<file path="src/rtl/scan_seq_pkg.sv">
// Shared types and slot-ordering helper for the scan select sequencer.
package scan_seq_pkg;

    localparam int unsigned SEL_W     = 3;
    localparam int unsigned MAX_SLOTS = 1 << SEL_W;

    typedef enum logic [1:0] {
        IDLE,
        BLANK,
        DWELL
    } state_e;

    typedef struct packed {
        logic             valid;
        logic [SEL_W-1:0] slot;
    } slot_sel_t;

    // First unmasked slot after cur (or from slot 0 when from_first), wrapping to the lowest unmasked slot.
    function automatic slot_sel_t next_slot(
        input logic [SEL_W-1:0]     cur,
        input logic                 from_first,
        input logic [MAX_SLOTS-1:0] mask,
        input int unsigned          num_slots
    );
        slot_sel_t r;
        r = '0;
        for (int unsigned i = 0; i < MAX_SLOTS; i++) begin
            if (!r.valid && i < num_slots && !mask[i[SEL_W-1:0]] && (from_first || i > 32'(cur))) begin
                r.valid = 1'b1;
                r.slot  = i[SEL_W-1:0];
            end
        end
        for (int unsigned i = 0; i < MAX_SLOTS; i++) begin
            if (!r.valid && i < num_slots && !mask[i[SEL_W-1:0]]) begin
                r.valid = 1'b1;
                r.slot  = i[SEL_W-1:0];
            end
        end
        return r;
    endfunction

endpackage

</file>
<file path="src/rtl/scan_timer.sv">
// Loadable down-counter; expire is high while the count equals 1, and the count never wraps below 0.
module scan_timer #(
    parameter int unsigned W = 4
) (
    input  logic         clk,
    input  logic         rst,
    input  logic         load,
    input  logic [W-1:0] value,
    output logic         expire
);

    logic [W-1:0] count_q, count_d;

    always_comb begin
        count_d = count_q;
        if (load) begin
            count_d = value;
        end else if (count_q != '0) begin
            count_d = count_q - 1'b1;
        end
    end

    always_ff @(posedge clk or posedge rst) begin
        if (rst) begin
            count_q <= '0;
        end else begin
            count_q <= count_d;
        end
    end

    assign expire = (count_q == W'(1));

endmodule

</file>
<file path="src/rtl/scan_select_sequencer.sv">
// Steps the 3-to-8 decoder select {A,B,C} through scan slots with blanked, glitch-free enable pulses.
// Optional SCAN_SKIP_MASK_EN adds skip_mask[7:0] to drop individual slots from the frame.
module scan_select_sequencer
    import scan_seq_pkg::*;
#(
    parameter int unsigned DWELL_CYCLES = 1000,
    parameter int unsigned BLANK_CYCLES = 2,
    parameter int unsigned NUM_SLOTS    = 8
) (
    input  logic       clk,
    input  logic       rst,
    input  logic       start,
    input  logic       stop,
    input  logic       single,
`ifdef SCAN_SKIP_MASK_EN
    input  logic [7:0] skip_mask,
`endif
    output logic       A,
    output logic       B,
    output logic       C,
    output logic       en,
    output logic       slot_strobe,
    output logic       frame_done,
    output logic       busy
);

    localparam int unsigned MAX_CYC = (DWELL_CYCLES > BLANK_CYCLES) ? DWELL_CYCLES : BLANK_CYCLES;
    localparam int unsigned TW      = $clog2(MAX_CYC + 1);

    state_e               state_q, state_d;
    logic [SEL_W-1:0]     slot_q, slot_d;
    logic                 stop_pending_q, stop_pending_d;
    logic                 last_q, last_d;
    logic                 en_q, en_d;
    logic                 slot_strobe_q, slot_strobe_d;
    logic                 busy_q, busy_d;
    logic                 tmr_load;
    logic [TW-1:0]        tmr_value;
    logic                 tmr_expire;
    logic [MAX_SLOTS-1:0] mask;
    slot_sel_t            first_sel, next_sel, after_sel;

`ifdef SCAN_SKIP_MASK_EN
    assign mask = skip_mask;
`else
    assign mask = '0;
`endif

    scan_timer #(
        .W (TW)
    ) u_timer (
        .clk    (clk),
        .rst    (rst),
        .load   (tmr_load),
        .value  (tmr_value),
        .expire (tmr_expire)
    );

    always_ff @(posedge clk or posedge rst) begin
        if (rst) begin
            state_q        <= IDLE;
            slot_q         <= '0;
            stop_pending_q <= 1'b0;
            last_q         <= 1'b0;
            en_q           <= 1'b0;
            slot_strobe_q  <= 1'b0;
            busy_q         <= 1'b0;
        end else begin
            state_q        <= state_d;
            slot_q         <= slot_d;
            stop_pending_q <= stop_pending_d;
            last_q         <= last_d;
            en_q           <= en_d;
            slot_strobe_q  <= slot_strobe_d;
            busy_q         <= busy_d;
        end
    end

    always_comb begin
        first_sel      = next_slot('0, 1'b1, mask, NUM_SLOTS);
        next_sel       = next_slot(slot_q, 1'b0, mask, NUM_SLOTS);
        state_d        = state_q;
        slot_d         = slot_q;
        stop_pending_d = stop_pending_q;
        tmr_load       = 1'b0;
        tmr_value      = TW'(BLANK_CYCLES);
        case (state_q)
            IDLE: begin
                if (start && first_sel.valid) begin
                    state_d        = BLANK;
                    slot_d         = first_sel.slot;
                    stop_pending_d = stop;
                    tmr_load       = 1'b1;
                end
            end
            BLANK: begin
                stop_pending_d = stop_pending_q | stop;
                if (tmr_expire) begin
                    state_d   = DWELL;
                    tmr_load  = 1'b1;
                    tmr_value = TW'(DWELL_CYCLES);
                end
            end
            DWELL: begin
                stop_pending_d = stop_pending_q | stop;
                if (tmr_expire) begin
                    // last_q is the frame-end decision; an empty mask also ends the frame here.
                    if (last_q) begin
                        if (single || stop_pending_q || stop || !first_sel.valid) begin
                            state_d        = IDLE;
                            stop_pending_d = 1'b0;
                        end else begin
                            state_d  = BLANK;
                            slot_d   = first_sel.slot;
                            tmr_load = 1'b1;
                        end
                    end else if (next_sel.valid) begin
                        state_d  = BLANK;
                        slot_d   = next_sel.slot;
                        tmr_load = 1'b1;
                    end else begin
                        state_d        = IDLE;
                        stop_pending_d = 1'b0;
                    end
                end
            end
            default: state_d = IDLE;
        endcase
    end

    always_comb begin
        after_sel     = next_slot(slot_d, 1'b0, mask, NUM_SLOTS);
        last_d        = !after_sel.valid || (after_sel.slot <= slot_d);
        en_d          = (state_d == DWELL);
        slot_strobe_d = (state_d == DWELL) && (state_q != DWELL);
        busy_d        = (state_d != IDLE);
    end

    assign {A, B, C}   = slot_q;
    assign en          = en_q;
    assign slot_strobe = slot_strobe_q;
    assign busy        = busy_q;
    // Decode of flops only: last dwell cycle of the frame's final slot.
    assign frame_done  = en_q & tmr_expire & last_q;

endmodule

</file>
<file path="config.mk">
export PLATFORM = sky130hd
export DESIGN_NAME = scan_select_sequencer
export DESIGN_NICKNAME = d
export VERILOG_FILES = /design/src/rtl/scan_seq_pkg.sv /design/src/rtl/scan_timer.sv /design/src/rtl/scan_select_sequencer.sv
export SDC_FILE = /design/constraint.sdc
export NUM_CORES = 1
export LEC_CHECK = 0
export CAP_MARGIN = 25
export CORE_MARGIN = 2
export CORE_UTILIZATION = 45
export CTS_CLUSTER_DIAMETER = 120
export DETAILED_ROUTE_END_ITERATION = 16
export GPL_TIMING_DRIVEN = 0
export SLEW_MARGIN = 40
export SYNTH_ARGS = -nofsm -noshare
export SYNTH_HDL_FRONTEND = slang
export SYNTH_SLANG_ARGS = --single-unit
</file>
<file path="constraint.sdc">
create_clock -name clk -period 2.45 [get_ports clk]
set_input_delay 0.49 -clock clk [delete_from_list [all_inputs] [get_ports clk]]
set_output_delay 0.49 -clock clk [all_outputs]
set_load 0.03 [all_outputs]
</file>
# After elaboration in Yosys (flattened, before gate mapping)
# Cells that the tools add are included.
# classes
n_addsub	1
order_cmp	15
n_eq_ne	6
n_mux	60
bitwise_logic	3
n_reduce_logical	35
# op_table
cell	n
2-to-1 mux 3 bit	21
2-to-1 mux 4 bit	14
2-to-1 mux 10 bit	4
> comparator 3 bit (first input constant)	8
logical AND 1 bit	13
2-to-1 mux 1 bit	13
> comparator 2 x 3 -> 1 bit (first input constant)	4
zero test 1 bit	12
equality test 10 x 1 -> 1 bit (second input constant)	1
nonzero test 10 bit	1
subtractor 10 x 1 -> 10 bit (second input constant)	1
2-to-1 mux 2 bit	4
> comparator 1 x 3 -> 1 bit (first input constant)	2
case mux 1 bit (3 select lines)	2
case mux 2 bit (3 select lines)	1
case mux 3 bit (2 select lines)	1
equality test 2 bit (second input constant)	2
!= test 2 bit (second input constant)	2
nonzero test 2 bit	2
<= comparator 3 bit	1
logical OR 1 bit	3
nonzero test 3 bit	1
bitwise AND 1 bit	2
equality test 2 x 1 -> 1 bit (second input constant)	1
4 further kinds	4
# totals
register_bits	20
inputBits	5
out_inout_bits	7
wordCells	128

# Longest topological paths before layout
# Gate-level depths: netlist (run 1).
# depth
ltp_word	62
ltp_mapped	7
mapped_depth_nobuf	6

# Hierarchy
# Synthesis (run 1) repeated with hierarchy kept, for this count alone.
# unflattened
hier_cells	142
hier_area_um2	1327.5
# by_module_without_submodules
mod	instances	cells_each	area_each_um2	seq_area_each_um2
scan_select_sequencer	1	71	666.9	250.2
scan_timer	1	71	660.6	250.2

# Least setup slack after synthesis (run 1)
# No wires, ideal clock.
# synth_path
path_type	register to output
from	reg u_timer.count_q[1]
to	out frame_done
arrival_ps	1681
t_required_ps	1960
setup_slack_ps	279
stages_incl_launch_ff	6
n_path_buf	0
path_cell_list	dfrtp_1 > inv_1 > ha_1 > or3b_2 > nor3_1 > and3_1
# synth_between
elab_chain_len	3
# synth_rtl
item	line	source
start, declared	scan_timer.sv:12	logic [W-1:0] count_q, count_d;
start signal, assigned	scan_timer.sv:27	count_q <= count_d;
equality test 10 x 1 -> 1 bit	scan_timer.sv:31	assign expire = (count_q == W'(1));
bitwise AND 1 bit (2 in series)	scan_select_sequencer.sv:144	assign frame_done = en_q & tmr_expire & last_q;
end, declared	scan_select_sequencer.sv:23	output logic frame_done,
# No other way between the ends.

# Final worst setup path (run 1)
# Ends and elaborated chain as after synthesis.

==> impl_metrics.env, run 1 <==
export IMPL_cp_required_ns=1.96
export IMPL_fmax_ghz=0.4156
export IMPL_grt_usage_pct=17.09
export IMPL_setup_violations=0
export IMPL_synth_async_sr_flop_share_pct=100.0
export IMPL_grt_overflow=0
export IMPL_ys_types=41
export IMPL_p_leak_nw=0.6637
export IMPL_initial_core_util_pct=47.77
export IMPL_tightest_slew_ns=0.7438
export IMPL_ios=12
export IMPL_syn_cell_area_um2=1329
export IMPL_synth_edf_count=0
export IMPL_area_growth_pct=17.80
export IMPL_endpoint_kind="output pin"
export IMPL_cts_buffers=3
export IMPL_crit_type="reg2out"
export IMPL_ys_warn_count=0
export IMPL_hold_slack_ns=0.5148
export IMPL_worst_r2r_cell_count=6
export IMPL_vdd_drop_max_uv=243.8
export IMPL_dieArea_um2=3404
export IMPL_post_route_period_util_pct=98.20
export IMPL_rr_startpoint="state_q[0]$_DFF_PP0_"
export IMPL_route_detailed_drc=0
export IMPL_drive_above_1_share_pct=14.74
export IMPL_cts_root_buf="clkbuf_4"
export IMPL_syn_instance_count=136
export IMPL_die_y_um=58.34
export IMPL_grt_start_max_net_pins=21
export IMPL_reg2reg_to="u_timer.count_q[8]$_DFFE_PP0P_"
export IMPL_ys_ff_latch=20
export IMPL_die_width_um=58.34
export IMPL_dpl_hpwl_um=1908
export IMPL_wl_um=2795
export IMPL_clk_insertion_delay_late_ns=0.30
export IMPL_via_per_inst=5.845
export IMPL_synth_top_cells_by_area="dfrtp_1 38%, ha_1 9.4%, mux2i_1 3.0%"
export IMPL_cts_buffer_depth=2
export IMPL_worst_path_max_fanout=4
export IMPL_ys_seq_area_share_pct=37.66
export IMPL_arrival_ns=1.92
export IMPL_dp_slack_ns=-0.3421
export IMPL_worst_clock_skew_ns=0.003177
export IMPL_rrSetupSlack_ns=0.31
export IMPL_ys_flop_type="dfrtp_1"
export IMPL_rows=19
export IMPL_vias=1093
export IMPL_gp_congestion=0.7961
export IMPL_start_kind="flop"
export IMPL_ant_nets=0
export IMPL_syn_area_per_cell_um2=9.770
export IMPL_synth_top_area_share_pct=37.66
export IMPL_drt_iter0_markers=35
export IMPL_portBuffers=11
export IMPL_cap_violations=0
export IMPL_antenna_found_initial=0
export IMPL_drt_pass1_iterations=4
export IMPL_final_nets=173
export IMPL_power_density_nw_per_um2=322.7
export IMPL_first_global_vias=1006
export IMPL_hold_violations=0
export IMPL_synth_area_leader_cell="dfrtp_1"
export IMPL_setup_ws_ns=0.04404
export IMPL_cts_tree="built"
export IMPL_slew_violations=0
export IMPL_status="finished, final reports clean"
export IMPL_period_needed_ns=2.406
export IMPL_grt_pass1_wl_um=4554
export IMPL_clk_pin_slew_ns=0.12
export IMPL_syn_num_nets=151
export IMPL_final_util_pct=56.28
export IMPL_coreArea_um2=2781
export IMPL_diodes=0
export IMPL_htree_levels=1
export IMPL_relSlewSlack_pct=50.11
export IMPL_cts_sinks=20
export IMPL_min_path_type="in2async"
export IMPL_wl_per_cell_um=14.95
## power breakdown
part                      switching [W]  leakage [nW]  internal, W
Combinational                0.00000821         0.442   0.00000580
Sequential     0.0000000000000000000342         0.208     0.000330
Clock                          0.000104        0.0138    0.0000573
## worst max-delay path, stage by stage, from the launching register on
cell and delay [ns]:
dfrtp_1 0.40, inv_2 0.06, ha_1 0.16, or3b_4 0.42
nor3_4 0.24, and3_4 0.21, buf_6 0.12
## registers in the layout, summed over array words and instances (netlist names)
register         cells
u_timer.count_q     10
slot_q               3
state_q              2
busy                 1
en                   1
last_q               1
slot_strobe          1
stop_pending_q       1
## synth_stat cells, types with 4 or more instances
library cell	count
nor2_1	10
a21oi_1	7
dfrtp_1	20
ha_1	10
nand2_1	5
o21ai_0	8
nor3_1	5
nand3b_1	4
inv_1	9
mux2i_1	4
xnor2_1	4
o31ai_1	5
## what timing repair did
action                                  in CTS  in global routing
endpoints found under the setup margin       1                  1
gates cloned                                 0                  0
hold endpoints to repair                     0                  0
pin swaps                                    0                  2
buffers inserted                             0                  6
gates resized for setup                      8                  5
hold buffers                                 0                  0
## area by class of cell
cell class | count | area (µm²)
clock buffers | 3 | 22.52
flip-flops and latches | 20 | 500.5
well taps | 31 | 38.79
inverters | 9 | 33.78
repair buffers | 17 | 156.4
plain buffers | 4 | 22.52
multi-input cells | 103 | 790.8
fillers | 249 | 1216
## per-stage QoR
step / instance area (µm²) / setup TNS [ns] / total power (W) / cells
after floorplan: 1329 / 0 / 0.0003414 / 136
after global placement: 1478 / -0.3478 / 0.0003506 / 178
after detailed placement: 1478 / -0.3421 / 0.0003509 / 178
after CTS: 1509 / 0 / 0.0005116 / 181
after global routing: 1565 / -0.03967 / 0.0005294 / 187
final: 1565 / 0 / 0.0005052 / 187
## cells by family after synthesis
| group | count (synthesis) | share of synthesized area, % |
|---|---|---|
| simple gates | 49 | 23.45 |
| xor+xnor | 4 | 2.636 |
| compound gates | 36 | 19.59 |
| buf+inv | 13 | 4.237 |
| flops | 20 | 37.66 |
| fa+ha+maj | 10 | 9.416 |
| mux | 4 | 3.013 |
## worst max-delay path by stage
stage,from,end,cells past startpoint
final,u_timer.count_q[1]$_DFFE_PP0P_,frame_done,6
after global routing,u_timer.count_q[1]$_DFFE_PP0P_,frame_done,6
after CTS,u_timer.count_q[1]$_DFFE_PP0P_,frame_done,6
after detailed placement,u_timer.count_q[1]$_DFFE_PP0P_,frame_done,6
after global placement,u_timer.count_q[1]$_DFFE_PP0P_,frame_done,6
after floorplan,u_timer.count_q[1]$_DFFE_PP0P_,frame_done,5
## per-layer routing
layer,vias to the layer above,wire length [µm],track usage [%]
met2,17,1320,27.61
met1,531,1364,24.05
met3,2,90,2.198
li1,543,-,-
met5,-,0,0
met4,0,19,4.983
## cells in the final DEF (no fill, tap or decap), types with 4 or more instances in the layout
master / count
a21oi_1: 7
o31ai_1: 5
nand2_1: 5
ha_1: 10
o21ai_0: 8
inv_1: 7
xnor2_1: 4
nand3b_1: 4
dfrtp_1: 20
nor2_1: 10
nor3_1: 4
mux2i_1: 4
buf_4: 6
clkdlybuf4s50_1: 10
No activity file was read; power rests on OpenSTA's default activity.
==> run 2: changes to the inputs <==
CORE_UTILIZATION = 62   (was 45)
DONT_BUFFER_PORTS = 1   (was not set)
PLACE_DENSITY = 0.78   (was not set)
==> impl_metrics.env, run 2 (synthesis gave the netlist of run 1 again) <==
export IMPL_p_leak_nw=0.5970
export IMPL_die_width_um=50.30
export IMPL_post_cts_buffers=0
export IMPL_via_per_inst=6.120
export IMPL_min_path_type="in2async"
export IMPL_worst_r2r_cell_count=6
export IMPL_fmax_ghz=0.4267
export IMPL_drt_iter0_markers=24
export IMPL_htree_levels=1
export IMPL_cap_violations=0
export IMPL_ios=12
export IMPL_cp_required_ns=1.96
export IMPL_cts_tree="built"
export IMPL_endpoint_kind="output pin"
export IMPL_multi_input_area_um2=790.8
export IMPL_final_area_um2=1418
export IMPL_initial_core_util_pct=67.05
export IMPL_dieArea_um2=2530
export IMPL_worst_clock_skew_ns=0.003792
export IMPL_setup_violations=0
export IMPL_die_y_um=50.30
export IMPL_worst_path_max_fanout=5
export IMPL_vias=1022
export IMPL_slew_violations=0
export IMPL_rows=16
export IMPL_cts_sinks=20
export IMPL_coreArea_um2=1982
export IMPL_status="finished, final reports clean"
export IMPL_ant_nets=0
export IMPL_drive_above_1_share_pct=12.14
export IMPL_cts_buffers=3
export IMPL_antenna_found_initial=0
export IMPL_post_route_period_util_pct=95.65
export IMPL_fin_tns_setup_ns=0
export IMPL_tightest_slew_ns=0.7341
export IMPL_reg2reg_to="u_timer.count_q[8]$_DFFE_PP0P_"
export IMPL_hold_slack_ns=0.03934
export IMPL_wl_um=2475
export IMPL_start_kind="flop"
export IMPL_seqCellArea_um2=500.5
export IMPL_first_global_vias=1000
export IMPL_reg_top3="u_timer.count_q (10), slot_q (3), state_q (2)"
export IMPL_stdcell_count=167
export IMPL_period_needed_ns=2.343
export IMPL_hold_violations=0
export IMPL_cts_hold_buf=0
export IMPL_nFillCells=153
export IMPL_power_density_nw_per_um2=373.5
export IMPL_largest_reg_flops=10
export IMPL_arrival_ns=1.85
export IMPL_final_nets=156
export IMPL_grt_pass1_wl_um=4402
export IMPL_grt_usage_pct=22.96
export IMPL_diodes=0
export IMPL_portBuffers=0
export IMPL_drt_pass1_iterations=4
export IMPL_route_detailed_drc=0
export IMPL_cts_buffer_depth=2
export IMPL_clk_insertion_delay_late_ns=0.31
export IMPL_placed_area_um2=1363
export IMPL_area_growth_pct=6.686
export IMPL_crit_type="reg2out"
export IMPL_rsz0062_at_grt="false"
export IMPL_dpl_hpwl_um=1769
export IMPL_regMostFlops="u_timer.count_q"
export IMPL_wl_per_cell_um=14.82
export IMPL_final_cell_mix="20 x dfrtp_1, 10 x nor2_1, 10 x ha_1"
export IMPL_layout_commonest_cell="dfrtp_1"
export IMPL_clk_pin_slew_ns=0.11
export IMPL_final_util_pct=71.53
export IMPL_vdd_drop_max_uv=409.2
export IMPL_rrSetupSlack_ns=0.27
export IMPL_cts_root_buf="clkbuf_4"
export IMPL_place_inst=163
export IMPL_rr_startpoint="u_timer.count_q[1]$_DFFE_PP0P_"
export IMPL_relSlewSlack_pct=50.77
export IMPL_grt_start_max_net_pins=21
export IMPL_gp_congestion=0.9067
export IMPL_grt_overflow=0
[run 2: cell types whose count changed in the layout (fill, tap and decap cells not counted), sizes merged]
cell / change
clkbuf: +1
inv: +1
clkdlybuf4s50: -10
clkinv: -1
buf: -7
[run 2: area by class of cell]
type	count	share of cell area [%]
flip-flops and latches	20	35.30
inverters	9	2.383
clock buffers	4	2.560
well taps	27	2.383
plain buffers	4	1.589
multi-input cells	103	55.78
[run 2: worst max-delay path, stage by stage, from the launching register on]
cell	delay, ns
dfrtp_1	0.41
inv_1	0.10
ha_1	0.15
or3b_4	0.43
nor3_4	0.17
and3_4	0.27
[run 2: worst max path at each step]
stage,startpoint,end,slack (ns),cells after the start
6_report,u_timer.count_q[1]$_DFFE_PP0P_,frame_done,0.11,5
2_1_floorplan,u_timer.count_q[1]$_DFFE_PP0P_,frame_done,0.28,5
3_3_place_gp,u_timer.count_q[1]$_DFFE_PP0P_,frame_done,0.12,5
3_5_place_dp,u_timer.count_q[1]$_DFFE_PP0P_,frame_done,0.11,5
5_1_grt,u_timer.count_q[1]$_DFFE_PP0P_,frame_done,0.008,5
4_1_cts,u_timer.count_q[1]$_DFFE_PP0P_,frame_done,0.1,5
[run 2: stage by stage]
step	total power (W)	worst slack, ns
global route	0.0005528	0.008344
CTS	0.0005369	0.09680
global placement	0.0003430	0.1187
detailed placement	0.0003432	0.1132
floorplan	0.0003414	0.2786
finish	0.0005294	0.1066
[run 2: per-layer routing]
| metal | up-vias | part of all wire (%) | GRT usage, % |
|---|---|---|---|
| met2 | 30 | 45 | 35.96 |
| li1 | 511 | - | - |
| met4 | 0 | 2.1 | 11.71 |
| met3 | 5 | 4.5 | 1.786 |
| met1 | 476 | 48 | 32.03 |
| met5 | - | 0 | 0 |
[run 2: timing repair]
item / in CTS / in global routing
endpoints found under the hold margin: 0 / 0
endpoints found under the setup margin: 1 / 0
gates resized for setup: 5 / 0
[run 2: power breakdown]
group / leakage (nW) / switching, W / total, W / internal, W
Sequential: 0.208 / 0.0000000000000000000295 / 0.000330 / 0.000330
Combinational: 0.368 / 0.00000603 / 0.00000630 / 0.000000270
Clock: 0.0210 / 0.000102 / 0.000193 / 0.0000908
Total: 0.597 / 0.000108 / 0.000529 / 0.000421
==> run 3: changes to the inputs <==
CORE_ASPECT_RATIO = 1.5   (was not set)
SETUP_SLACK_MARGIN = 0.3   (was not set)
==> impl_metrics.env, run 3 (synthesis gave the netlist of run 1 again) <==
export IMPL_period_needed_ns=2.266
export IMPL_drive_above_1_share_pct=19.86
export IMPL_vdd_drop_max_uv=336.1
export IMPL_wl_per_cell_um=15.71
export IMPL_endpoint_kind="output pin"
export IMPL_place_inst=158
export IMPL_min_path_type="in2async"
export IMPL_arrival_ns=1.78
export IMPL_diodes=0
export IMPL_grt_usage_pct=24.03
export IMPL_ant_nets=0
export IMPL_grt_start_max_net_pins=21
export IMPL_power_density_nw_per_um2=331.9
export IMPL_fin_tns_setup_ns=0
export IMPL_portBuffers=0
export IMPL_rows=20
export IMPL_reg_top3="u_timer.count_q (10), slot_q (3), state_q (2)"
export IMPL_first_global_vias=1118
export IMPL_crit_type="reg2out"
export IMPL_grt_overflow=0
export IMPL_hold_violations=0
export IMPL_slowest_delay_ns=0.40
export IMPL_clk_insertion_delay_late_ns=0.31
export IMPL_initial_core_util_pct=65.56
export IMPL_worst_path_max_fanout=2
export IMPL_cts_tree="built"
export IMPL_start_kind="flop"
export IMPL_cp_top_family="simple AND/OR/NAND/NOR gates"
export IMPL_slew_violations=0
export IMPL_dpl_hpwl_um=1837
export IMPL_drt_pass1_iterations=4
export IMPL_tightest_slew_ns=0.4578
export IMPL_dieArea_um2=2537
export IMPL_post_route_period_util_pct=92.49
export IMPL_total_power_w=0.0004922
export IMPL_wl_um=2640
export IMPL_cts_buffer_depth=2
export IMPL_cts_buffers=3
export IMPL_clk_pin_slew_ns=0.11
export IMPL_worst_clock_skew_ns=0.004763
export IMPL_cts_hold_buf=0
export IMPL_vias=1073
export IMPL_regMostFlops="u_timer.count_q"
export IMPL_final_cell_mix="18 x dfrtp_1, 10 x nor2_1, 9 x ha_1"
export IMPL_status="finished, final reports clean"
export IMPL_route_detailed_drc=0
export IMPL_nFillCells=132
export IMPL_ios=12
export IMPL_via_per_inst=6.387
export IMPL_die_y_um=60.70
export IMPL_drt_iter0_markers=20
export IMPL_setup_violations=0
export IMPL_path_cells="inv_2 -> ha_4 -> or3b_4 -> nor3_4 -> and3_4"
export IMPL_p_leak_nw=0.6313
export IMPL_largest_reg_flops=10
export IMPL_stdcell_count=168
export IMPL_cap_violations=0
export IMPL_gp_congestion=0.8499
export IMPL_coreArea_um2=2027
export IMPL_htree_levels=1
export IMPL_relSlewSlack_pct=69.48
export IMPL_die_width_um=41.80
export IMPL_area_growth_pct=11.58
export IMPL_rsz0062_at_grt="true"
export IMPL_antenna_found_initial=0
export IMPL_cts_sinks=20
export IMPL_hold_slack_ns=0.04652
export IMPL_cp_num_buf_inv=1
export IMPL_fmax_ghz=0.4413
export IMPL_final_nets=163
export IMPL_layout_commonest_cell="dfrtp_1"
export IMPL_cts_root_buf="clkbuf_4"
export IMPL_grt_pass1_wl_um=4678
export IMPL_cp_required_ns=1.96
export IMPL_cp_slowest_cell="dfrtp_1"
[run 3: layout make-up]
class | instances | area [µm²] | area share, %
Buffer | 4 | 23.77 | 1.603
Inverter | 9 | 33.78 | 2.278
Sequential cell | 20 | 503.0 | 33.92
Timing Repair Buffer | 7 | 52.55 | 3.544
Clock buffer | 3 | 22.52 | 1.519
Tap cell | 22 | 27.53 | 1.857
Multi-Input combinational cell | 103 | 819.5 | 55.27
[run 3: worst register-to-register path, delay by kind of cell (launching register included)]
family	cells	cell delay (ns)
AO/OA/AOI/OAI	2	0.28
buffers and inverters	2	0.35
flip-flops	1	0.37
AND/OR/NAND/NOR	2	0.95
[run 3: path summary, 6_finish.rpt]
check                      slack, ns                          to  cells after the start                      startpoint
max                             0.18                  frame_done                      5  u_timer.count_q[1]$_DFFE_PP0P_
min                             0.05         slot_q[1]$_DFF_PP0_                      1                             rst
max reg2reg                     0.37              busy$_DFF_PP0_                      6  u_timer.count_q[5]$_DFFE_PP0P_
min reg2reg                     0.57  stop_pending_q$_DFFE_PP0P_                      2      stop_pending_q$_DFFE_PP0P_
max in group asynchronous       2.08         slot_q[0]$_DFF_PP0_                      1                             rst
min in group clk                0.36  stop_pending_q$_DFFE_PP0P_                      2                            stop
[run 3: through the flow]
stage / setup WS (ns) / util, % / area [µm²]
4_1_cts: 0.1879 / 71.79 / 1455
6_report: 0.1841 / 73.15 / 1483
3_5_place_dp: 0.1072 / 66.98 / 1358
3_3_place_gp: 0.2048 / 66.98 / 1358
5_1_grt: 0.1168 / 73.15 / 1483
2_1_floorplan: 0.3340 / - / 1330
[run 3: what timing repair did]
item,4_1_cts,5_1_grt
pin swaps,3,3
resized for setup,7,7
endpoints found under the hold margin,0,0
setup buffers,6,1
endpoints found under the setup margin,2,13
[run 3: metal layers]
metal / up-vias / global-route usage [%] / share of wire, %
li1: 527 / - / -
met1: 517 / 25.86 / 41
met2: 25 / 45.54 / 54
met3: 4 / 2.381 / 3.7
met4: 0 / 14.29 / 1.7
met5: - / 0 / 0
[run 3: power breakdown]
| group | switching (W) | internal (W) | leakage (nW) |
|---|---|---|---|
| logic | 0.00000626 | 0.000000269 | 0.410 |
| clock network | 0.0000983 | 0.0000575 | 0.0138 |
| registers | 0.0000000000000000000305 | 0.000330 | 0.207 |
